$ cat config.mk
export PLATFORM = sky130hd
export DESIGN_NAME = counter_updn_n_flat
export DESIGN_NICKNAME = d
export VERILOG_FILES = /design/src/rtl/counter_updn_n_if.sv /design/src/rtl/counter_updn_n.sv /design/src/flat_wrapper.sv
export SDC_FILE = /design/constraint.sdc
export NUM_CORES = 1
export LEC_CHECK = 0
export CAP_MARGIN = 20
export CORE_AREA = 8 8 45 47
export CTS_CLUSTER_DIAMETER = 40
export CTS_CLUSTER_SIZE = 8
export DETAILED_ROUTE_END_ITERATION = 7
export DIE_AREA = 0 0 53 55
export PLACE_DENSITY = 0.69
export SETUP_SLACK_MARGIN = 0.1
export SYNTH_ARGS = -nofsm -noshare
export SYNTH_HDL_FRONTEND = slang
export SYNTH_SLANG_ARGS = --single-unit
$ cat constraint.sdc
create_clock -name clk -period 1.74 [get_ports clk]
set_input_delay 0.435 -clock clk [delete_from_list [all_inputs] [get_ports clk]]
set_output_delay 0.435 -clock clk [all_outputs]
set_load 0.02 [all_outputs]
$ cat src/rtl/counter_updn_n_if.sv
// Control and status bundle for counter_updn_n: request inputs toward the counter,
// registered count and flags back out.
interface counter_updn_n_if #(
  parameter int WIDTH = 3
);
  logic             clr;
  logic             load;
  logic [WIDTH-1:0] d_in;
  logic             inc;
  logic             dec;
  logic             mode;
  logic [WIDTH-1:0] count;
  logic             tc_up;
  logic             tc_dn;
  logic             ovf;

  modport master (
    output clr, load, d_in, inc, dec, mode,
    input  count, tc_up, tc_dn, ovf
  );

  modport slave (
    input  clr, load, d_in, inc, dec, mode,
    output count, tc_up, tc_dn, ovf
  );
endinterface

$ cat src/rtl/counter_updn_n.sv
// Up/down counter over 0..MAX_VAL with load, clear, per-cycle wrap/saturate mode,
// terminal-count pulses and a sticky overflow flag.
module counter_updn_n #(
  parameter int WIDTH     = 3,
  parameter int MAX_VAL   = 7,
  parameter int RESET_VAL = 0
) (
  input  logic          clk,
  input  logic          reset_n,
  counter_updn_n_if.slave bus
);
  localparam logic [WIDTH-1:0] MAX_CNT = WIDTH'(MAX_VAL);
  localparam logic [WIDTH-1:0] RST_CNT = WIDTH'(RESET_VAL);
  localparam logic [WIDTH:0]   MAX_EXT = (WIDTH+1)'(MAX_VAL);

  logic [WIDTH-1:0] count_q;
  logic             tc_up_q;
  logic             tc_dn_q;
  logic             ovf_q;
  logic             load_ok;
  logic             at_max;
  logic             at_zero;

  // Widened compare so a full-range MAX_VAL does not fold into a constant.
  assign load_ok = ({1'b0, bus.d_in} <= MAX_EXT);
  assign at_max  = (count_q == MAX_CNT);
  assign at_zero = (count_q == '0);

  always_ff @(posedge clk or negedge reset_n) begin
    if (!reset_n) begin
      count_q <= RST_CNT;
      tc_up_q <= 1'b0;
      tc_dn_q <= 1'b0;
      ovf_q   <= 1'b0;
    end else begin
      tc_up_q <= 1'b0;
      tc_dn_q <= 1'b0;
      if (bus.clr) begin
        count_q <= RST_CNT;
        ovf_q   <= 1'b0;
      end else if (bus.load) begin
        if (load_ok) begin
          count_q <= bus.d_in;
        end else begin
          count_q <= MAX_CNT;
          ovf_q   <= 1'b1;
        end
      end else if (bus.inc && !bus.dec) begin
        if (!at_max) begin
          count_q <= count_q + 1'b1;
        end else begin
          tc_up_q <= 1'b1;
          if (bus.mode) ovf_q <= 1'b1;
          else          count_q <= '0;
        end
      end else if (bus.dec && !bus.inc) begin
        if (!at_zero) begin
          count_q <= count_q - 1'b1;
        end else begin
          tc_dn_q <= 1'b1;
          if (bus.mode) ovf_q <= 1'b1;
          else          count_q <= MAX_CNT;
        end
      end
    end
  end

  assign bus.count = count_q;
  assign bus.tc_up = tc_up_q;
  assign bus.tc_dn = tc_dn_q;
  assign bus.ovf   = ovf_q;
endmodule

$ cat src/flat_wrapper.sv
// flat-port wrapper written by rule: the top's interface ports become plain ports
module counter_updn_n_flat 
#(
  parameter int WIDTH     = 3,
  parameter int MAX_VAL   = 7,
  parameter int RESET_VAL = 0
)
  (clk, reset_n, bus_clr, bus_load, bus_d_in, bus_inc, bus_dec, bus_mode, bus_count, bus_tc_up, bus_tc_dn, bus_ovf);
  counter_updn_n_if #(.WIDTH(WIDTH)) bus_i ();
  input  logic clk;
  input  logic reset_n;
  input wire logic [$bits(bus_i.clr)-1:0] bus_clr;
  input wire logic [$bits(bus_i.load)-1:0] bus_load;
  input wire logic [$bits(bus_i.d_in)-1:0] bus_d_in;
  input wire logic [$bits(bus_i.inc)-1:0] bus_inc;
  input wire logic [$bits(bus_i.dec)-1:0] bus_dec;
  input wire logic [$bits(bus_i.mode)-1:0] bus_mode;
  output wire logic [$bits(bus_i.count)-1:0] bus_count;
  output wire logic [$bits(bus_i.tc_up)-1:0] bus_tc_up;
  output wire logic [$bits(bus_i.tc_dn)-1:0] bus_tc_dn;
  output wire logic [$bits(bus_i.ovf)-1:0] bus_ovf;
  assign bus_i.clr = bus_clr;
  assign bus_i.load = bus_load;
  assign bus_i.d_in = bus_d_in;
  assign bus_i.inc = bus_inc;
  assign bus_i.dec = bus_dec;
  assign bus_i.mode = bus_mode;
  assign bus_count = bus_i.count;
  assign bus_tc_up = bus_i.tc_up;
  assign bus_tc_dn = bus_i.tc_dn;
  assign bus_ovf = bus_i.ovf;
  counter_updn_n #(.WIDTH(WIDTH), .MAX_VAL(MAX_VAL), .RESET_VAL(RESET_VAL)) u_core (.clk(clk), .reset_n(reset_n), .bus(bus_i));
endmodule
# After elaboration in Yosys (flattened, before gate mapping)

Cells that the tools add are included.

Reduce and logical (&&, ||, !) cells: 10
Multiplexer cells: 24
Add/subtract/negate cells: 2
Equal/unequal tests: 5

Operators with widths:

| operator            | number |
|---|---|
| $mux 3              | 8 |
| $mux 1              | 16 |
| $ne 5x5->1 const B  | 2 |
| $reduce_bool 3->1   | 2 |
| $reduce_and 4->1    | 1 |
| $reduce_bool 4->1   | 1 |
| $add 3x1->3 const B | 1 |
| $eq 3x3->1 const B  | 1 |
| $logic_not 3->1     | 1 |
| $ne 3x2->1 const B  | 1 |
| $reduce_and 3->1    | 1 |
| $sub 3x1->3 const B | 1 |
| $logic_and 1x1->1   | 2 |
| $logic_not 1->1     | 2 |
| $ne 2x2->1 const B  | 1 |

Output and inout port bits: 6
Logic and storage cells: 45
Register bits: 6

# Depth between registers and ports, before layout

Gate-level depths: netlist (run 1).

Word-level depth: 6
Mapped depth: 7
Depth with buffers taken out: 6

# Worst setup path before layout (run 1)

No wires, ideal clock.

Path kind: register to register
Start: register u_core.count_q[0], in the netlist u_core.bus.count[0]
End: register u_core.count_q[2], in the netlist u_core.bus.count[2]
Period minus slack after synthesis: 1798 ps
Stages on the path, launching flop included: 6
Library setup time: 125 ps
Setup slack: -58 ps
Path buffers: 0
Arrival: 1673 ps
Cells stage by stage: dfrtp_1 > ha_1 > ha_1 > or3b_1 > o311a_1 > mux2_4

Longest elaborated chain between the ends: 6

Ends and longest elaborated chain:

| element                                               | line                                       | RTL |
|---|---|---|
| start: declaration                                    | counter_updn_n.sv:16                       | `logic [WIDTH-1:0] count_q;` |
| start signal: assignment                              | counter_updn_n.sv:43                       | `count_q <= bus.d_in;` |
| start signal: assignment                              | counter_updn_n.sv:50                       | `count_q <= count_q + 1'b1;` |
| start signal: assignment                              | counter_updn_n.sv:58                       | `count_q <= count_q - 1'b1;` |
| $sub 3x1->3 / $logic_not 3->1 (equally long branches) | counter_updn_n.sv:58, counter_updn_n.sv:27 |  |
| $mux 3                                                | counter_updn_n.sv:57                       | `if (!at_zero) begin` |
| $mux 3                                                | counter_updn_n.sv:56                       | `end else if (bus.dec && !bus.inc) begin` |
| $mux 3                                                | counter_updn_n.sv:48                       | `end else if (bus.inc && !bus.dec) begin` |
| $mux 3                                                | counter_updn_n.sv:41                       | `end else if (bus.load) begin` |
| $mux 3                                                | counter_updn_n.sv:38                       | `if (bus.clr) begin` |

Several ways; a longest one is shown, not always the timed one. The select of a mux whose other input is x is not followed.
A chain may end at the register's enable or synchronous reset.

# Worst setup path in the final report (run 1)

Ends and elaborated chain as after synthesis.

==> impl_metrics.json, run 1 <==
{
  "irDropWorstVdd_uv": 423,
  "comb_power_share": 0.386,
  "cts_hold_buf": 0,
  "r2r_start": "u_core.bus.count[0]",
  "seq_area_um2": 151,
  "grt_overflow": 0,
  "wl_mm": 1.17,
  "synth_warnings": 0,
  "tightest_slew_ps": 270,
  "routed_via_density": 4.66,
  "hold_violations": 0,
  "dieWidth_um": 53,
  "cts_tree": "built",
  "path_clk_slew_ps": 60,
  "htree_levels": 1,
  "synth_seq_area_share": 0.303,
  "rows": 14,
  "postCtsSetupBuffers": 0,
  "die_area_um2": 2920,
  "drc": 0,
  "crit_type": "reg -> reg",
  "critPathArrivalTime_ps": 1800,
  "die_h_um": 55,
  "rsz0062_at_grt": "yes",
  "cts.sinks": 6,
  "clk_latency_ps": 250,
  "yosysTopAreaCell": "dfrtp_1",
  "start_util": 0.358,
  "synthTopCellsByCount": "7 x ha_1, 7 x inv_1, 6 x dfrtp_1",
  "hold_class": "in -> async",
  "slew_headroom": 0.819,
  "nFillCells": 129,
  "final_antenna_net_count": 0,
  "ys_seq_elements": 6,
  "p_leak_nw": 0.409,
  "powerDensity_nw_per_um2": 634,
  "clkPwrFrac": 0.284,
  "first_iter_violations": 5,
  "min_period_ps": 1660,
  "post-route-util": 0.579,
  "startpoint": "u_core.bus.count[0]",
  "nNetsFinal": 97,
  "critical_path.most_common_cell": "ha_4",
  "synth.top_cell.area_share": 0.303,
  "swShare": 0.323,
  "firstDrtPassIters": 4,
  "async_flop_share": 1.00,
  "cts_buffers": 3,
  "io_buffer_count": 15,
  "cp_slowest_cell": "dfrtp_2",
  "setup_viol": 0,
  "multi_input_area_um2": 342,
  "synth_ff_type": "dfrtp_1",
  "diodes": 0,
  "cpPeakStageDelay_ps": 430,
  "io_pins": 16,
  "place_hpwl_um": 974,
  "drive_above_1_share": 0.367,
  "fin_hold_ws_ps": 420,
  "fin_worst_skew_ps": 11.0,
  "timing.final.crit_share": 0.957,
  "area_delta_synth_final_pct": 61.6,
  "syn-cell-area_um2": 495,
  "netlist-cell-type-count": 25,
  "crit_end": "u_core.bus.count[2]",
  "r2r_end": "u_core.bus.count[2]",
  "cap_violations": 0,
  "rrSetupSlack_ps": 80,
  "antenna_found_initial": 0,
  "synth.avg_cell_area_um2": 10.1,
  "synthCells": 49,
  "outcome": "complete, no violations",
  "max_freq_mhz": 601,
  "power_switching_uw": 164,
  "endpoint_kind": "register",
  "p_seq_frac": 0.330,
  "place_congestion": 0.714,
  "synth_enable_flop_cells": 0,
  "p_total_uw": 508,
  "synth_nets": 66,
  "grt_usage": 0.0795,
  "grt_max_degree": 8,
  "route.vias.total": 443,
  "intPower_uw": 344,
  "path_cells": "ha_4 > ha_4 > or3b_1 > o311a_1 > mux2_4",
  "wl_per_cell_um": 12.3,
  "cp.required_ps": 1880,
  "first_global_vias": 427,
  "drv_slew": 0,
  "synth_area_leaders": "dfrtp_1 30%, ha_1 18%, mux2_4 6.1%",
  "start_kind": "register",
  "clk_path_buf_depth": 2,
  "r2r_cells": 5,
  "clockRootBuffer": "clkbuf_4",
  "cp_max_fo": 4,
  "grt_pass1_wl_mm": 1.75,
  "core_area_um2": 1380
}
## what timing repair did
item / in CTS / in global routing
resized for setup: 9 / 3
endpoints found under the setup margin: 7 / 4
pin swaps: 2 / 3
hold endpoints to repair: 0 / 0
## power by group through the flow
stage          logic (mW)  registers [mW]  clock network, mW
4_1_cts             0.196           0.163              0.147
3_3_place_gp        0.196           0.164                  0
5_1_grt             0.213           0.170              0.160
6_report            0.196           0.167              0.144
2_1_floorplan      0.0934           0.178                  0
3_5_place_dp        0.201           0.166                  0
## how the worst min path moves through the flow
stage          depth (start not counted)                  end
2_1_floorplan                          0  u_core.bus.count[0]
3_3_place_gp                           2       u_core.bus.ovf
3_5_place_dp                           2       u_core.bus.ovf
4_1_cts                                1  u_core.bus.count[1]
5_1_grt                                1  u_core.bus.count[2]
6_report                               1  u_core.bus.count[1]
## critical path, delay by kind of cell (launching register included)
| family | cells | cell delay (ps) |
|---|---|---|
| compound gates | 1 | 130 |
| fa+ha+maj | 2 | 370 |
| flops | 1 | 430 |
| mux | 1 | 250 |
| simple gates | 1 | 360 |
## sequential cells by signal, summed over array words and instances (netlist names)
signal            flops
u_core.bus.tc_up      1
u_core.bus.ovf        1
u_core.bus.count      3
u_core.bus.tc_dn      1
## final cells by class
cell class                 instances  share of cell area
tap                               16              0.0250
timing repair buffer              27               0.294
inverter                           7              0.0328
clock buffer                       4              0.0328
multi-input combinational         35               0.427
sequential                         6               0.189
## metrics by stage
| step | area (µm²) | setup TNS (ps) | setup slack, ps | cells |
|---|---|---|---|---|
| after floorplan | 499 | 0 | 17.8 | 49 |
| after global placement | 752 | -1010 | -296 | 91 |
| after detailed placement | 752 | -1120 | -338 | 91 |
| after CTS | 778 | 0 | 30.5 | 95 |
| after global routing | 801 | 0 | 19.1 | 95 |
| final | 801 | 0 | 75.4 | 95 |
## layer usage
layer / up-vias / global-route usage / wire (µm) / part of all wire
met2: 15 / 0.148 / 605 / 0.52
met5: - / 0 / 0 / 0
met1: 197 / 0.0859 / 496 / 0.42
met4: 0 / 0 / 0 / 0
li1: 231 / - / - / -
met3: 0 / 0.0348 / 68 / 0.058
## cells in the final DEF, fill, tap and decap left out, drive strengths merged, types with 2 or more instances in the layout
cell type / Yosys / final
dlygate4sd2: 0 / 6
ha: 7 / 7
clkbuf: 0 / 4
mux2i: 2 / 2
o21ai: 2 / 2
inv: 7 / 7
nand2b: 3 / 3
buf: 1 / 12
mux2: 2 / 2
dfrtp: 6 / 6
clkdlybuf4s50: 0 / 8
nor2: 2 / 2
nand2: 2 / 2
a21oi: 4 / 4
## logic make-up after synthesis
kind of cell    after synthesis  share of synthesized area
simple gates                 13                      0.169
compound gates               10                      0.164
buf+inv                       8                     0.0682
fa+ha+maj                     7                      0.177
flops                         6                      0.303
mux                           4                      0.101
xor+xnor                      1                     0.0177
No activity file was read; power rests on OpenSTA's default activity.
==> inputs of run 2 (changes only) <==
--- a/config.mk
+++ b/config.mk
@@ -6,12 +6,12 @@
 export NUM_CORES = 1
 export LEC_CHECK = 0
 export CAP_MARGIN = 20
-export CORE_AREA = 8 8 45 47
+export CORE_MARGIN = 8
+export CORE_UTILIZATION = 35
 export CTS_CLUSTER_DIAMETER = 40
 export CTS_CLUSTER_SIZE = 8
 export DETAILED_ROUTE_END_ITERATION = 7
-export DIE_AREA = 0 0 53 55
-export PLACE_DENSITY = 0.69
+export PLACE_DENSITY = 0.66
 export SETUP_SLACK_MARGIN = 0.1
 export SYNTH_ARGS = -nofsm -noshare
 export SYNTH_HDL_FRONTEND = slang
==> run 2 against run 1 <==
Worst setup slack got worse by 1.9 ps; count of clock-buffer cells in the layout unchanged; sequential cell count did not move; wire length grew 5.8%; sequential share of layout area shrank 0.26 points; cell count is 3.2% lower; die area fell by 1.4%; critical path type unchanged.
==> impl_metrics.json, run 2 (same netlist as run 1, synthesis figures left out) <==
{
  "outcome": "complete, no violations",
  "hold_class": "in -> async",
  "antenna_found_initial": 0,
  "area_delta_synth_final_pct": 63.9,
  "path_clk_slew_ps": 50,
  "r2r_start": "u_core.bus.count[0]",
  "die_h_um": 53.6,
  "critPathTopFamily": "flip-flops",
  "hold_violations": 0,
  "cts_tree": "built",
  "grt_usage": 0.0930,
  "cp.buffers_inverters": 0,
  "postCtsSetupBuffers": 0,
  "drive_above_1_share": 0.403,
  "clockRootBuffer": "clkbuf_4",
  "rsz0062_at_grt": "yes",
  "endpoint_kind": "register",
  "wl_per_cell_um": 13.5,
  "drv_slew": 0,
  "cts.sinks": 6,
  "path_cells": "ha_4 > ha_4 > or3b_1 > o311a_1 > mux2_4",
  "die_area_um2": 2880,
  "grt_pass1_wl_mm": 2.04,
  "cpPeakStageDelay_ps": 430,
  "largest_register_ffs": 3,
  "drc": 0,
  "firstDrtPassIters": 2,
  "diodes": 0,
  "rows": 13,
  "r2r_cells": 5,
  "cp_slowest_cell": "dfrtp_2",
  "grt_overflow": 0,
  "crit_type": "reg -> reg",
  "nNetsFinal": 95,
  "clk_path_buf_depth": 2,
  "dieWidth_um": 53.6,
  "first_iter_violations": 2,
  "route.vias.total": 455,
  "fin_tns_setup_ps": 0,
  "r2r_end": "u_core.bus.count[2]",
  "powerDensity_nw_per_um2": 644,
  "first_global_vias": 498,
  "final_cell_mix": "9 x buf_4, 8 x clkdlybuf4s50_1, 7 x dlygate4sd2_1, 5 x inv_1, 5 x dfrtp_1",
  "cap_violations": 0,
  "final_common_cell": "buf_4",
  "io_pins": 16,
  "cp.required_ps": 1880,
  "irDropWorstVdd_uv": 268,
  "p_leak_nw": 0.388,
  "routed_via_density": 4.95,
  "tightest_slew_ps": 265,
  "htree_levels": 1,
  "grt_max_degree": 8,
  "place_hpwl_um": 969,
  "max_freq_mhz": 600,
  "core_area_um2": 1320,
  "min_period_ps": 1670,
  "slew_headroom": 0.823,
  "post-route-util": 0.616,
  "start_util": 0.376,
  "io_buffer_count": 15,
  "rrSetupSlack_ps": 70,
  "start_kind": "register",
  "cp_max_fo": 4,
  "place_congestion": 0.771,
  "setup_viol": 0,
  "clk_latency_ps": 250,
  "timing.final.crit_share": 0.958,
  "critical_path.most_common_cell": "ha_4",
  "wl_mm": 1.24,
  "cts_buffers": 3,
  "fin_worst_skew_ps": 7.54,
  "critPathArrivalTime_ps": 1810,
  "final_antenna_net_count": 0
}
[run 2: final cells by class]
cell class	instances	area, µm²
fill	117	505
multi-input combinational	35	369
timing repair buffer	25	220
sequential	6	151
clock buffer	4	26.3
inverter	7	26.3
tap	15	18.8
[run 2: through the flow]
stage	total power, mW	std cells	hold slack, ps	cell area, µm²	setup WS, ps
final	0.523	92	417	812	73.6
after floorplan	0.272	49	139	499	17.8
after global routing	0.558	92	435	812	31.7
after CTS	0.505	92	418	769	19.2
after global placement	0.358	88	526	736	-311
after detailed placement	0.362	88	551	736	-346
[run 2: per-layer routing]
layer  vias up  global-route usage  part of all wire
met3         4              0.0220             0.064
met4         0              0.0630             0.022
met1       215               0.105              0.43
met5         -                   0                 0
li1        223                   -                 -
met2        13               0.152              0.48
[run 2: worst max path at each step]
| stage | startpoint | end | slack (ps) | cells past startpoint |
|---|---|---|---|---|
| floorplan | u_core.bus.count[0] | u_core.bus.count[2] | 20 | 5 |
| global placement | bus_inc | u_core.bus.count[2] | -310 | 5 |
| detailed placement | bus_inc | u_core.bus.count[2] | -350 | 5 |
| CTS | u_core.bus.count[0] | u_core.bus.count[2] | 20 | 5 |
| global route | u_core.bus.count[0] | u_core.bus.count[2] | 30 | 5 |
| finish | u_core.bus.count[0] | u_core.bus.count[2] | 70 | 5 |
[run 2: timing repair]
item | CTS | global route
pin swaps | 0 | 5
cloned | 0 | 0
setup endpoints to repair | 7 | 3
hold buffers | 0 | 0
resized for setup | 11 | 7
[run 2: worst reg2reg max path, cell delays in order (launching register included)]
cell and delay [ps]:
dfrtp_2 430, ha_4 170, ha_4 200, or3b_1 370
o311a_1 130, mux2_4 250
[run 2: power breakdown]
group | switching [mW] | internal, mW | total, mW
clock network | 0.0574 | 0.0873 | 0.145
logic | 0.0979 | 0.112 | 0.210
registers | 0.0174 | 0.151 | 0.169
total | 0.173 | 0.351 | 0.523
==> inputs of run 3 (changes only) <==
--- a/config.mk
+++ b/config.mk
@@ -11,7 +11,7 @@
 export CTS_CLUSTER_DIAMETER = 40
 export CTS_CLUSTER_SIZE = 8
 export DETAILED_ROUTE_END_ITERATION = 7
-export PLACE_DENSITY = 0.66
+export PLACE_DENSITY_LB_ADDON = 0.08
 export SETUP_SLACK_MARGIN = 0.1
 export SYNTH_ARGS = -nofsm -noshare
 export SYNTH_HDL_FRONTEND = slang
==> run 3 against run 2 <==
Sequential power is essentially flat; worst hold slack gained 4.5 ps; maximum frequency grew 1.0%; sequential share of layout area grew 0.45 points; critical path type unchanged; combinational power shrank 8%; clock skew is essentially flat; critical endpoint unchanged.
==> impl_metrics.json, run 3 (same netlist as run 1, synthesis figures left out) <==
{
  "outcome": "complete, no violations",
  "grt_usage": 0.0881,
  "area_delta_synth_final_pct": 61.4,
  "cap_violations": 0,
  "final_cell_mix": "12 x buf_4, 9 x clkdlybuf4s50_1, 5 x inv_1, 5 x dlygate4sd2_1",
  "cts_buffers": 3,
  "drv_slew": 0,
  "nNetsFinal": 97,
  "first_iter_violations": 1,
  "powerDensity_nw_per_um2": 626,
  "route.vias.total": 438,
  "wl_per_cell_um": 11.6,
  "path_clk_slew_ps": 50,
  "hold_violations": 0,
  "final_common_cell": "buf_4",
  "routed_via_density": 4.66,
  "diodes": 0,
  "max_freq_mhz": 606,
  "htree_levels": 1,
  "crit_type": "reg -> reg",
  "rows": 13,
  "p_total_uw": 501,
  "cp_max_fo": 3,
  "clk_latency_ps": 250,
  "nFillCells": 115,
  "postCtsSetupBuffers": 0,
  "setup_viol": 0,
  "min_period_ps": 1650,
  "grt_overflow": 0,
  "seq_area_um2": 153,
  "irDropWorstVdd_uv": 218,
  "wl_mm": 1.09,
  "dieWidth_um": 53.6,
  "hold_class": "in -> async",
  "cts.sinks": 6,
  "final_cells": 94,
  "die_area_um2": 2880,
  "pre_cts_slack_ps": -354,
  "io_pins": 16,
  "timing.final.crit_share": 0.948,
  "clockRootBuffer": "clkbuf_4",
  "drc": 0,
  "io_buffer_count": 15,
  "core_area_um2": 1320,
  "critPathTopFamily": "flip-flops",
  "cts_tree": "built",
  "cp.buffers_inverters": 0,
  "placed_cell_area_um2": 751,
  "rsz0062_at_grt": "yes",
  "dp.cells": 90,
  "antenna_found_initial": 0,
  "start_util": 0.376,
  "place_hpwl_um": 929,
  "firstDrtPassIters": 2,
  "die_h_um": 53.6,
  "largest_register_ffs": 3,
  "design_area_um2": 800,
  "drive_above_1_share": 0.392,
  "cpPeakStageDelay_ps": 430,
  "critPathArrivalTime_ps": 1780,
  "path_cells": "ha_4 > ha_4 > or3b_1 > o311a_1 > mux2_4",
  "fin_worst_skew_ps": 7.34,
  "cts_hold_buf": 0,
  "grt_pass1_wl_mm": 1.90,
  "start_kind": "register",
  "critical_path.most_common_cell": "ha_4",
  "final_antenna_net_count": 0,
  "first_global_vias": 459,
  "clk_path_buf_depth": 2,
  "cp_slowest_cell": "dfrtp_2",
  "slew_headroom": 0.827,
  "worst_slack_ps": 90.6,
  "p_leak_nw": 0.403,
  "multi_input_area_um2": 339,
  "grt_max_degree": 8,
  "endpoint_kind": "register",
  "place_congestion": 0.764,
  "cp.required_ps": 1870,
  "tightest_slew_ps": 258
}
==> run 3: area by class of cell <==
type                            instances  area share
Clock buffer                            4      0.0329
Inverter                                7      0.0329
Timing Repair Buffer                   27       0.296
Multi-Input combinational cell         35       0.424
Tap cell                               15      0.0235
Sequential cell                         6       0.191
==> run 3: routing by layer <==
| metal | track usage | share of wire |
|---|---|---|
| met5 | 0 | 0 |
| met4 | 0.0630 | 0.017 |
| met3 | 0.0193 | 0.080 |
| met2 | 0.145 | 0.45 |
| met1 | 0.0987 | 0.45 |
==> run 3: timing repair <==
action / CTS / global route
endpoints found under the setup margin: 6 / 3
pin swaps: 0 / 1
resized for setup: 7 / 5
hold endpoints to repair: 0 / 0
==> run 3: per-stage QoR <==
| stage | util | setup TNS [ps] | hold slack (ps) |
|---|---|---|---|
| floorplan | - | 0 | 139 |
| global placement | 0.570 | -848 | 524 |
| detailed placement | 0.570 | -945 | 530 |
| CTS | 0.587 | 0 | 427 |
| global route | 0.607 | 0 | 433 |
| finish | 0.607 | 0 | 422 |
==> run 3: worst paths after layout <==
check                               startpoint             endpoint  slack (ps)  cells past startpoint
setup / recovery           u_core.bus.count[0]  u_core.bus.count[2]          90                      5
hold / removal                         reset_n  u_core.bus.count[2]         420                      1
setup reg to reg           u_core.bus.count[0]  u_core.bus.count[2]          90                      5
hold reg to reg                 u_core.bus.ovf       u_core.bus.ovf         530                      2
max in group asynchronous              reset_n  u_core.bus.count[1]        1090                      1
min in group clk                u_core.bus.ovf       u_core.bus.ovf         530                      2
==> run 3: power by group <==
part / total (mW) / switching [mW] / internal, mW
combinational: 0.193 / 0.0895 / 0.104
clock: 0.139 / 0.0520 / 0.0870
sequential: 0.168 / 0.0163 / 0.152
